[src/rtl/operand_issue_pkg.sv]
// Shared types and default widths for the operand issue stage.
package operand_issue_pkg;
   localparam int WORD_SIZE_DEF     = 64;
   localparam int REG_ADDR_SIZE_DEF = 4;
   localparam int OP_SIZE_DEF       = 8;

   typedef enum logic [1:0] {IDLE, CHECK, READ, VALID} state_t;
endpackage

[src/rtl/operand_scoreboard.sv]
// Per-register busy bits: set on issue, cleared on writeback, looked up for hazards.
module operand_scoreboard import operand_issue_pkg::*; #(
   parameter int REG_ADDR_SIZE = REG_ADDR_SIZE_DEF
) (
   input  logic                     clk,
   input  logic                     rst_n,
   input  logic                     set_en,
   input  logic [REG_ADDR_SIZE-1:0] set_idx,
   input  logic                     clr_en,
   input  logic [REG_ADDR_SIZE-1:0] clr_idx,
   input  logic [REG_ADDR_SIZE-1:0] rs1,
   input  logic [REG_ADDR_SIZE-1:0] rs2,
   input  logic [REG_ADDR_SIZE-1:0] rd,
   output logic                     hazard
);
   localparam int NREG = 1 << REG_ADDR_SIZE;

   // r0 has no storage, so it can never report busy.
   logic [NREG-1:1] busy_q;
   logic [NREG-1:0] busy;
   assign busy = {busy_q, 1'b0};

   always_ff @(posedge clk or negedge rst_n) begin
      if (!rst_n) begin
         busy_q <= '0;
      end else begin
         for (int i = 1; i < NREG; i++) begin
            if (set_en && set_idx == REG_ADDR_SIZE'(i))      busy_q[i] <= 1'b1;
            else if (clr_en && clr_idx == REG_ADDR_SIZE'(i)) busy_q[i] <= 1'b0;
         end
      end
   end

   assign hazard = busy[rs1] | busy[rs2] | busy[rd];
endmodule

[src/rtl/operand_issue.sv]
// Operand issue stage: hazard check against the scoreboard, register-file read, ALU handoff.
module operand_issue import operand_issue_pkg::*; #(
   parameter int WORD_SIZE     = WORD_SIZE_DEF,
   parameter int REG_ADDR_SIZE = REG_ADDR_SIZE_DEF,
   parameter int OP_SIZE       = OP_SIZE_DEF
) (
   input  logic                     clk,
   input  logic                     rst_n,
   input  logic                     in_valid,
   output logic                     in_ready,
   input  logic [OP_SIZE-1:0]       in_op,
   input  logic [REG_ADDR_SIZE-1:0] in_rd,
   input  logic [REG_ADDR_SIZE-1:0] in_rs1,
   input  logic [REG_ADDR_SIZE-1:0] in_rs2,
   output logic                     rf_en,
   output logic [REG_ADDR_SIZE-1:0] rf_write,
   output logic [REG_ADDR_SIZE-1:0] rf_r1,
   output logic [REG_ADDR_SIZE-1:0] rf_r2,
   output logic [WORD_SIZE-1:0]     rf_data,
   input  logic [WORD_SIZE-1:0]     rf_out1,
   input  logic [WORD_SIZE-1:0]     rf_out2,
   input  logic                     wb_valid,
   input  logic [REG_ADDR_SIZE-1:0] wb_rd,
   input  logic [WORD_SIZE-1:0]     wb_data,
   output logic                     out_valid,
   input  logic                     out_ready,
   output logic [OP_SIZE-1:0]       out_op,
   output logic [REG_ADDR_SIZE-1:0] out_rd,
   output logic [WORD_SIZE-1:0]     out_a,
   output logic [WORD_SIZE-1:0]     out_b,
   output logic [15:0]              stall_cnt
);
   state_t                   state;
   logic [OP_SIZE-1:0]       cap_op;
   logic [REG_ADDR_SIZE-1:0] cap_rd, cap_rs1, cap_rs2;
   logic                     hazard, grant, accept;

   assign in_ready = (state == IDLE) || (state == VALID && out_ready);
   assign accept   = in_valid && in_ready;
   assign grant    = (state == CHECK) && !hazard;

   assign rf_en    = rst_n;
   assign rf_r1    = cap_rs1;
   assign rf_r2    = cap_rs2;
   assign rf_write = wb_valid ? wb_rd : '0;
   assign rf_data  = wb_data;

   operand_scoreboard #(.REG_ADDR_SIZE(REG_ADDR_SIZE)) u_sb (
      .clk     (clk),
      .rst_n   (rst_n),
      .set_en  (grant && cap_rd != '0),
      .set_idx (cap_rd),
      .clr_en  (wb_valid),
      .clr_idx (wb_rd),
      .rs1     (cap_rs1),
      .rs2     (cap_rs2),
      .rd      (cap_rd),
      .hazard  (hazard)
   );

   always_ff @(posedge clk or negedge rst_n) begin
      if (!rst_n) begin
         state     <= IDLE;
         cap_op    <= '0;
         cap_rd    <= '0;
         cap_rs1   <= '0;
         cap_rs2   <= '0;
         out_valid <= 1'b0;
         out_op    <= '0;
         out_rd    <= '0;
         out_a     <= '0;
         out_b     <= '0;
         stall_cnt <= '0;
      end else begin
         if (accept) begin
            cap_op  <= in_op;
            cap_rd  <= in_rd;
            cap_rs1 <= in_rs1;
            cap_rs2 <= in_rs2;
         end
         case (state)
            IDLE:  if (in_valid) state <= CHECK;
            CHECK: begin
               if (hazard) begin
                  if (stall_cnt != 16'hFFFF) stall_cnt <= stall_cnt + 16'd1;
               end else begin
                  state <= READ;
               end
            end
            // rf_out* settled at the mid-cycle negedge; capture them with the op.
            READ: begin
               out_a     <= rf_out1;
               out_b     <= rf_out2;
               out_op    <= cap_op;
               out_rd    <= cap_rd;
               out_valid <= 1'b1;
               state     <= VALID;
            end
            VALID: begin
               if (out_ready) begin
                  out_valid <= 1'b0;
                  state     <= in_valid ? CHECK : IDLE;
               end
            end
            default: state <= IDLE;
         endcase
      end
   end
endmodule

[config.mk]
export PLATFORM = sky130hd
export DESIGN_NAME = operand_issue
export DESIGN_NICKNAME = d
export VERILOG_FILES = /design/src/rtl/operand_issue_pkg.sv /design/src/rtl/operand_scoreboard.sv /design/src/rtl/operand_issue.sv
export SDC_FILE = /design/constraint.sdc
export NUM_CORES = 1
export LEC_CHECK = 0
export CORE_AREA = 2 2 178 180
export DETAILED_ROUTE_END_ITERATION = 6
export DIE_AREA = 0 0 180 182
export HOLD_SLACK_MARGIN = 0.03
export SETUP_SLACK_MARGIN = 0.1
export SYNTH_ARGS = -nofsm -noshare
export SYNTH_HDL_FRONTEND = slang
export SYNTH_SLANG_ARGS = --single-unit
[constraint.sdc]
create_clock -name clk -period 3.1 [get_ports clk]
set_input_delay 0.62 -clock clk [delete_from_list [all_inputs] [get_ports clk]]
set_output_delay 0.62 -clock clk [all_outputs]
set_load 0.02 [all_outputs]
==> flow_metrics.py, run 1 <==
metrics = {
    "run_status": {
        "outcome": "finished, final reports clean",
    },
    "floorplanning": {
        "die_y_um": 182,
        "core_area_sq_um": 31000,
        "start_util": 0.276,
        "num_rows": 65,
        "fp.dieArea_sq_um": 32800,
        "io_pins": 456,
        "die_w_um": 180,
    },
    "cts": {
        "postCtsSetupRepairBufs": 0,
        "clk_latency_ns": 0.44,
        "clkSinkCount": 194,
        "cts_buffers": 17,
        "ctsHtreeMaxLevel": 4,
        "cts_root_buffer": "clkbuf_16",
        "clk_pin_slew_ns": 0.07,
        "tritoncts": "done",
        "clock_path_buffers": 2,
    },
    "route": {
        "num_vias": 5781,
        "drt-total-wl_mm": 23.3,
        "drc": 0,
        "viasPerCell": 4.47,
        "ant_nets": 0,
        "wire_per_inst_um": 18.0,
        "first_pass_iters": 4,
        "drtIter0Drc": 229,
    },
    "critical_path": {
        "cp_top_family": "multiplexers",
        "startpoint": "cap_rd[1]",
        "worstSetupPathType": "reg2reg",
        "cp.required_ns": 3.43,
        "critPathCaptureType": "flop",
        "critical_path.cell_chain": "mux4_2 -> mux2i_1 -> o221ai_2 -> nor3_4 -> or2_1 -> mux2_1",
        "cp.buffers_inverters": 0,
        "cp_max_fo": 14,
        "cpPeakStageDelay_ns": 0.67,
        "cp.arrival_ns": 3.02,
        "r2r-start": "cap_rd[1]",
        "crit_slowest_cell": "dfrtp_1",
        "cp-start-kind": "flop",
    },
    "cells_and_area": {
        "layout-drive-gt1-share": 0.257,
        "areaGrowthSynthToFinish_pct": 45.8,
        "fin_nets": 1105,
        "finish.utilization": 0.403,
    },
    "logic_synthesis": {
        "synth-seq-cells": 194,
        "yosys_warnings": 0,
        "synth_edf_count": 0,
        "syn_area_per_cell_sq_um": 14.1,
        "synth.distinct_cells": 48,
        "synth_seq_area_share": 0.567,
        "async_reset_ff_frac": 1.00,
        "syn_inst": 607,
        "syn-num-nets": 834,
        "synth_area_sq_um": 8560,
        "synthFlopType": "dfrtp_1",
    },
    "place": {
        "gp_routability_congestion": 0.796,
        "io_buffers": 327,
        "hpwl_mm": 17.2,
    },
    "timing": {
        "period_share": 0.868,
        "finalSetupViolCount": 0,
        "layout_min_cycle_time_ns": 2.69,
        "finalSetupTns_ns": 0,
        "rsz0062_at_grt": "false",
        "slew_headroom": 0.484,
        "skew_ns": 0.00730,
        "hold_viol": 0,
        "slew_violations": 0,
        "fmax_mhz": 371,
        "worst_pin_slew_ns": 0.775,
    },
    "hold_path": {
        "min_path_type": "reg2reg",
        "min-delay-start": "stall_cnt[6]",
    },
    "power_and_ir_drop": {
        "switching_power_w": 0.00523,
        "p_clk_frac": 0.164,
        "power_density_nw_per_um2": 1120,
        "power.internal_w": 0.00878,
        "swShare": 0.373,
        "power_frac_seq": 0.331,
        "power.leakage_nw": 5.10,
        "power_frac_comb": 0.505,
        "irDropWorstVdd_mv": 0.517,
    },
    "global_route": {
        "grtUsageTotal": 0.145,
        "grt_start_max_net_pins": 84,
        "grt_overflow": 0,
        "antenna_found_initial": 1,
        "grt_pass1_vias": 6275,
        "grt_pass1_wl_mm": 36.7,
    },
    "job": {
        "drv_cap": 0,
    },
}
-- cell families (layout without fill, tap and decap cells) --
| group | count (synthesis) | after routing | synth area share |
|---|---|---|---|
| muxes | 180 | 180 | 0.248 |
| DFF | 194 | 194 | 0.567 |
| adders and majority gates | 6 | 6 | 0.00877 |
| xor gates and xnor gates | 13 | 13 | 0.0133 |
| other | 0 | 1 | 0 |
| AOI/OAI and AO/OA | 44 | 44 | 0.0383 |
| and+or+nand+nor | 73 | 73 | 0.0522 |
| buffers and inverters | 97 | 381 | 0.0728 |
-- Yosys cell counts (all sizes together), types with 2 or more instances --
| cell | number | area share |
|---|---|---|
| dfrtp | 194 | 0.57 |
| nand3b | 3 | 0.0041 |
| mux2 | 167 | 0.22 |
| ha | 6 | 0.0088 |
| xor2 | 12 | 0.012 |
| or2 | 2 | 0.0015 |
| nor2b | 4 | 0.0029 |
| buf | 68 | 0.060 |
| and2 | 5 | 0.0037 |
| nand2b | 6 | 0.0044 |
| mux4 | 8 | 0.022 |
| nor3b | 3 | 0.0026 |
| inv | 9 | 0.0039 |
| nor2 | 9 | 0.0039 |
| nand3 | 9 | 0.0067 |
| mux2i | 5 | 0.0058 |
| nor3 | 9 | 0.0066 |
| clkbuf | 20 | 0.0088 |
| o21ai | 25 | 0.015 |
| nand4 | 3 | 0.0022 |
| nand2 | 13 | 0.0057 |
| a221oi | 2 | 0.0020 |
| o22ai | 2 | 0.0015 |
| and4 | 2 | 0.0020 |
| o31ai | 7 | 0.0096 |
-- layout make-up --
class | count | area, sq um
Timing Repair Buffer | 340 | 3390
Clock buffer | 18 | 429
Inverter | 9 | 33.8
Clock inverter | 14 | 173
Multi-Input combinational cell | 316 | 3100
Sequential cell | 194 | 4850
Fill cell | 2937 | 18500
Tap cell | 402 | 503
Antenna cell | 1 | 2.50
-- sequential cells by signal (all words and copies together) (netlist names) --
| name | count |
|---|---|
| out_a | 64 |
| out_op | 8 |
| state | 2 |
| cap_op | 8 |
| stall_cnt | 16 |
| rf_r1 | 4 |
| u_sb.busy_q | 15 |
| cap_rd | 4 |
| out_rd | 4 |
| out_b | 64 |
| rf_r2 | 4 |
| out_valid | 1 |
-- placed cells by master (no fill, tap or decap), types with 6 or more instances in the layout --
cell type,n
buf_4,11
dfrtp_1,194
clkbuf_16,17
nand3_1,8
o21ai_1,8
o21ai_0,17
clkdlybuf4s50_1,326
inv_1,9
o31ai_2,6
nand2_1,13
nor3_1,8
clkinv_4,7
xor2_1,12
nand2b_1,6
mux2_2,163
nor2_1,9
-- routing by layer --
metal	GRT usage	vias to the layer above	wire length [um]
li1	-	2625	-
met1	0.166	2875	9160
met2	0.230	248	11300
met3	0.0742	33	2480
met4	0.0540	0	410
met5	0	-	0
-- what timing repair did --
action	in CTS	in global routing
resized for setup	0	0
endpoints found under the hold margin	9	0
hold buffers	1	0
setup endpoints to repair	0	0
-- through the flow --
step	cell area, sq um	total power (W)	hold slack (ns)	std cells	setup WS (ns)
2_1_floorplan	8560	0.00872	0.324	607	0.651
3_3_place_gp	11900	0.0118	0.475	1260	0.465
3_5_place_dp	11900	0.0118	0.475	1260	0.402
4_1_cts	12500	0.0142	0.502	1293	0.355
5_1_grt	12500	0.0149	0.516	1294	0.212
6_report	12500	0.0140	0.500	1294	0.408
-- final timing paths --
check	endpoint	slack, ns	cells past startpoint
worst max-delay path	stall_cnt[1]	0.41	6
worst min-delay path	stall_cnt[6]	0.50	1
worst max register to register	stall_cnt[1]	0.41	6
worst min register to register	stall_cnt[6]	0.50	1
max in group asynchronous	out_b[19]	1.14	4
min in group asynchronous	stall_cnt[10]	0.57	2
-- power by group through the flow --
| stage | Sequential, W | Combinational (W) | Clock [W] |
|---|---|---|---|
| after detailed placement | 0.00468 | 0.00716 | 0 |
| after global routing | 0.00483 | 0.00753 | 0.00250 |
| after floorplan | 0.00578 | 0.00295 | 0 |
| after CTS | 0.00465 | 0.00720 | 0.00239 |
| after global placement | 0.00463 | 0.00714 | 0 |
| final | 0.00463 | 0.00708 | 0.00230 |
No activity file was read; power rests on OpenSTA's default activity.
==> run 2: changes to the inputs <==
--- a/config.mk
+++ b/config.mk
@@ -5,11 +5,12 @@
 export SDC_FILE = /design/constraint.sdc
 export NUM_CORES = 1
 export LEC_CHECK = 0
-export CORE_AREA = 2 2 178 180
+export CORE_AREA = 2 2 177 179
 export DETAILED_ROUTE_END_ITERATION = 6
-export DIE_AREA = 0 0 180 182
+export DIE_AREA = 0 0 179 181
 export HOLD_SLACK_MARGIN = 0.03
 export SETUP_SLACK_MARGIN = 0.1
+export SLEW_MARGIN = 20
 export SYNTH_ARGS = -nofsm -noshare
 export SYNTH_HDL_FRONTEND = slang
 export SYNTH_SLANG_ARGS = --single-unit
==> constraint.sdc (replaced) <==
create_clock -name clk -period 3.4 [get_ports clk]
set_input_delay 0.68 -clock clk [delete_from_list [all_inputs] [get_ports clk]]
set_output_delay 0.68 -clock clk [all_outputs]
set_load 0.02 [all_outputs]
==> run 2 against run 1 <==
- register-to-register slack better by 0.31 ns
- utilization is 0.73 points higher
- non-clock buffer count stayed put
- first-iteration DRC count is 17% lower
- cell count is 0.54% lower
- hold slack worse by 0.26 ns
- die area is 1.1% lower
- routed wire length is 4.7% higher
- flip-flop and latch count stayed put
- critical endpoint is now rf_write[1]
==> flow_metrics.py, run 2 (synthesized netlist as in run 1, its figures left out) <==
metrics = {
    "timing": {
        "worst_pin_slew_ns": 0.885,
        "skew_ns": 0.0170,
        "setup_slack_ns": 0.626,
        "slew_headroom": 0.410,
        "finalSetupTns_ns": 0,
        "slew_violations": 0,
        "layout_min_cycle_time_ns": 2.77,
        "rsz0062_at_grt": "false",
        "fmax_mhz": 361,
        "period_share": 0.816,
        "hold_viol": 0,
        "finalSetupViolCount": 0,
    },
    "cells_and_area": {
        "areaGrowthSynthToFinish_pct": 45.4,
        "final_common_cell": "clkdlybuf4s50_1",
        "top_regs": "out_a: 64 flops, out_b: 64 flops, stall_cnt: 16 flops",
        "layout-drive-gt1-share": 0.257,
        "diodes": 0,
        "finish.utilization": 0.410,
        "design_area_sq_um": 12400,
        "most-common-layout-cells": "326 x clkdlybuf4s50_1, 194 x dfrtp_1, 163 x mux2_2",
        "fin_nets": 1105,
    },
    "run_status": {
        "outcome": "finished, final reports clean",
    },
    "cts": {
        "cts_buffers": 17,
        "hold_buffers": 0,
        "clk_pin_slew_ns": 0.08,
        "cts_root_buffer": "clkbuf_16",
        "cts_resized": 0,
        "clk_latency_ns": 0.45,
        "postCtsSetupRepairBufs": 0,
        "clock_path_buffers": 2,
        "tritoncts": "done",
        "ctsHtreeMaxLevel": 4,
        "clkSinkCount": 194,
    },
    "place": {
        "io_buffers": 327,
        "gp_routability_congestion": 0.788,
        "hpwl_mm": 18.1,
        "place_area_sq_um": 11900,
        "post-place-ws_ns": 0.595,
    },
    "route": {
        "first_pass_iters": 5,
        "drc": 0,
        "ant_nets": 0,
        "drt-total-wl_mm": 24.4,
        "wire_per_inst_um": 19.0,
        "num_vias": 5831,
        "drtIter0Drc": 191,
        "viasPerCell": 4.53,
    },
    "power_and_ir_drop": {
        "power.internal_w": 0.00796,
        "p_clk_frac": 0.158,
        "switching_power_w": 0.00478,
        "swShare": 0.375,
        "power_density_nw_per_um2": 1020,
        "irDropWorstVdd_mv": 0.482,
        "power.leakage_nw": 5.09,
        "power_frac_seq": 0.332,
        "power_frac_comb": 0.510,
    },
    "critical_path": {
        "cp.required_ns": 2.72,
        "worstSetupPathType": "in2out",
        "cpPeakStageDelay_ns": 0.61,
        "cp.arrival_ns": 2.09,
        "cp-start-kind": "input pin",
        "critical_path.cell_chain": "clkdlybuf4s50_1 -> and2_1 -> clkdlybuf4s50_1",
        "critPathCaptureType": "output pin",
        "path_common_cell": "clkdlybuf4s50_1",
        "startpoint": "wb_valid",
        "r2r-start": "cap_rd[0]",
        "crit_slowest_cell": "clkdlybuf4s50_1",
        "cp_max_fo": 6,
    },
    "global_route": {
        "grt_start_max_net_pins": 67,
        "grt_pass1_vias": 6213,
        "antenna_found_initial": 0,
        "grt_overflow": 0,
        "grt_pass1_wl_mm": 37.1,
        "grtUsageTotal": 0.154,
    },
    "floorplanning": {
        "num_rows": 64,
        "die_y_um": 181,
        "core_area_sq_um": 30300,
        "io_pins": 456,
        "die_w_um": 179,
        "start_util": 0.282,
        "fp.dieArea_sq_um": 32400,
    },
    "hold_path": {
        "min_path_type": "in2async",
    },
    "job": {
        "drv_cap": 0,
    },
}
-- run 2: through the flow --
step / hold slack (ns) / cells / power [W]
CTS: 0.230 / 1287 / 0.0130
floorplan: 0.384 / 607 / 0.00795
global placement: 0.480 / 1255 / 0.0108
detailed placement: 0.488 / 1255 / 0.0108
global route: 0.243 / 1287 / 0.0135
finish: 0.242 / 1287 / 0.0127
-- run 2: final timing paths --
path,slack (ns),depth (start not counted),endpoint
setup / recovery,0.63,3,rf_write[1]
hold / removal,0.24,2,stall_cnt[7]
setup reg to reg,0.72,7,state[1]
hold reg to reg,0.50,1,stall_cnt[6]
max in group asynchronous,1.72,3,cap_op[6]
min in group clk,0.50,1,stall_cnt[6]
-- run 2: worst max-delay path: cells and delay by family --
family                 cells  cell delay (ns)
buffers and inverters      2             1.20
and+or+nand+nor            1             0.21
-- run 2: layout make-up --
cell class	count	area (sq um)
clock inverter	12	121
multi-input combinational	316	3100
timing repair buffer	340	3400
inverter	9	33.8
tap	396	495
sequential	194	4850
fill	2888	17900
clock buffer	20	447
-- run 2: power by group through the flow --
stage / sequential, W / clock, W / combinational (W)
after detailed placement: 0.00428 / 0 / 0.00657
after CTS: 0.00425 / 0.00209 / 0.00661
final: 0.00423 / 0.00201 / 0.00650
after global placement: 0.00422 / 0 / 0.00656
after global routing: 0.00440 / 0.00218 / 0.00692
after floorplan: 0.00527 / 0 / 0.00269
-- run 2: layer usage --
layer,wire length (um),vias up,GRT usage,share of wire
met5,0,-,0,0
met2,12200,236,0.253,0.50
met3,2430,47,0.0766,0.099
met1,9370,2917,0.171,0.38
li1,-,2631,-,-
met4,463,0,0.0537,0.019
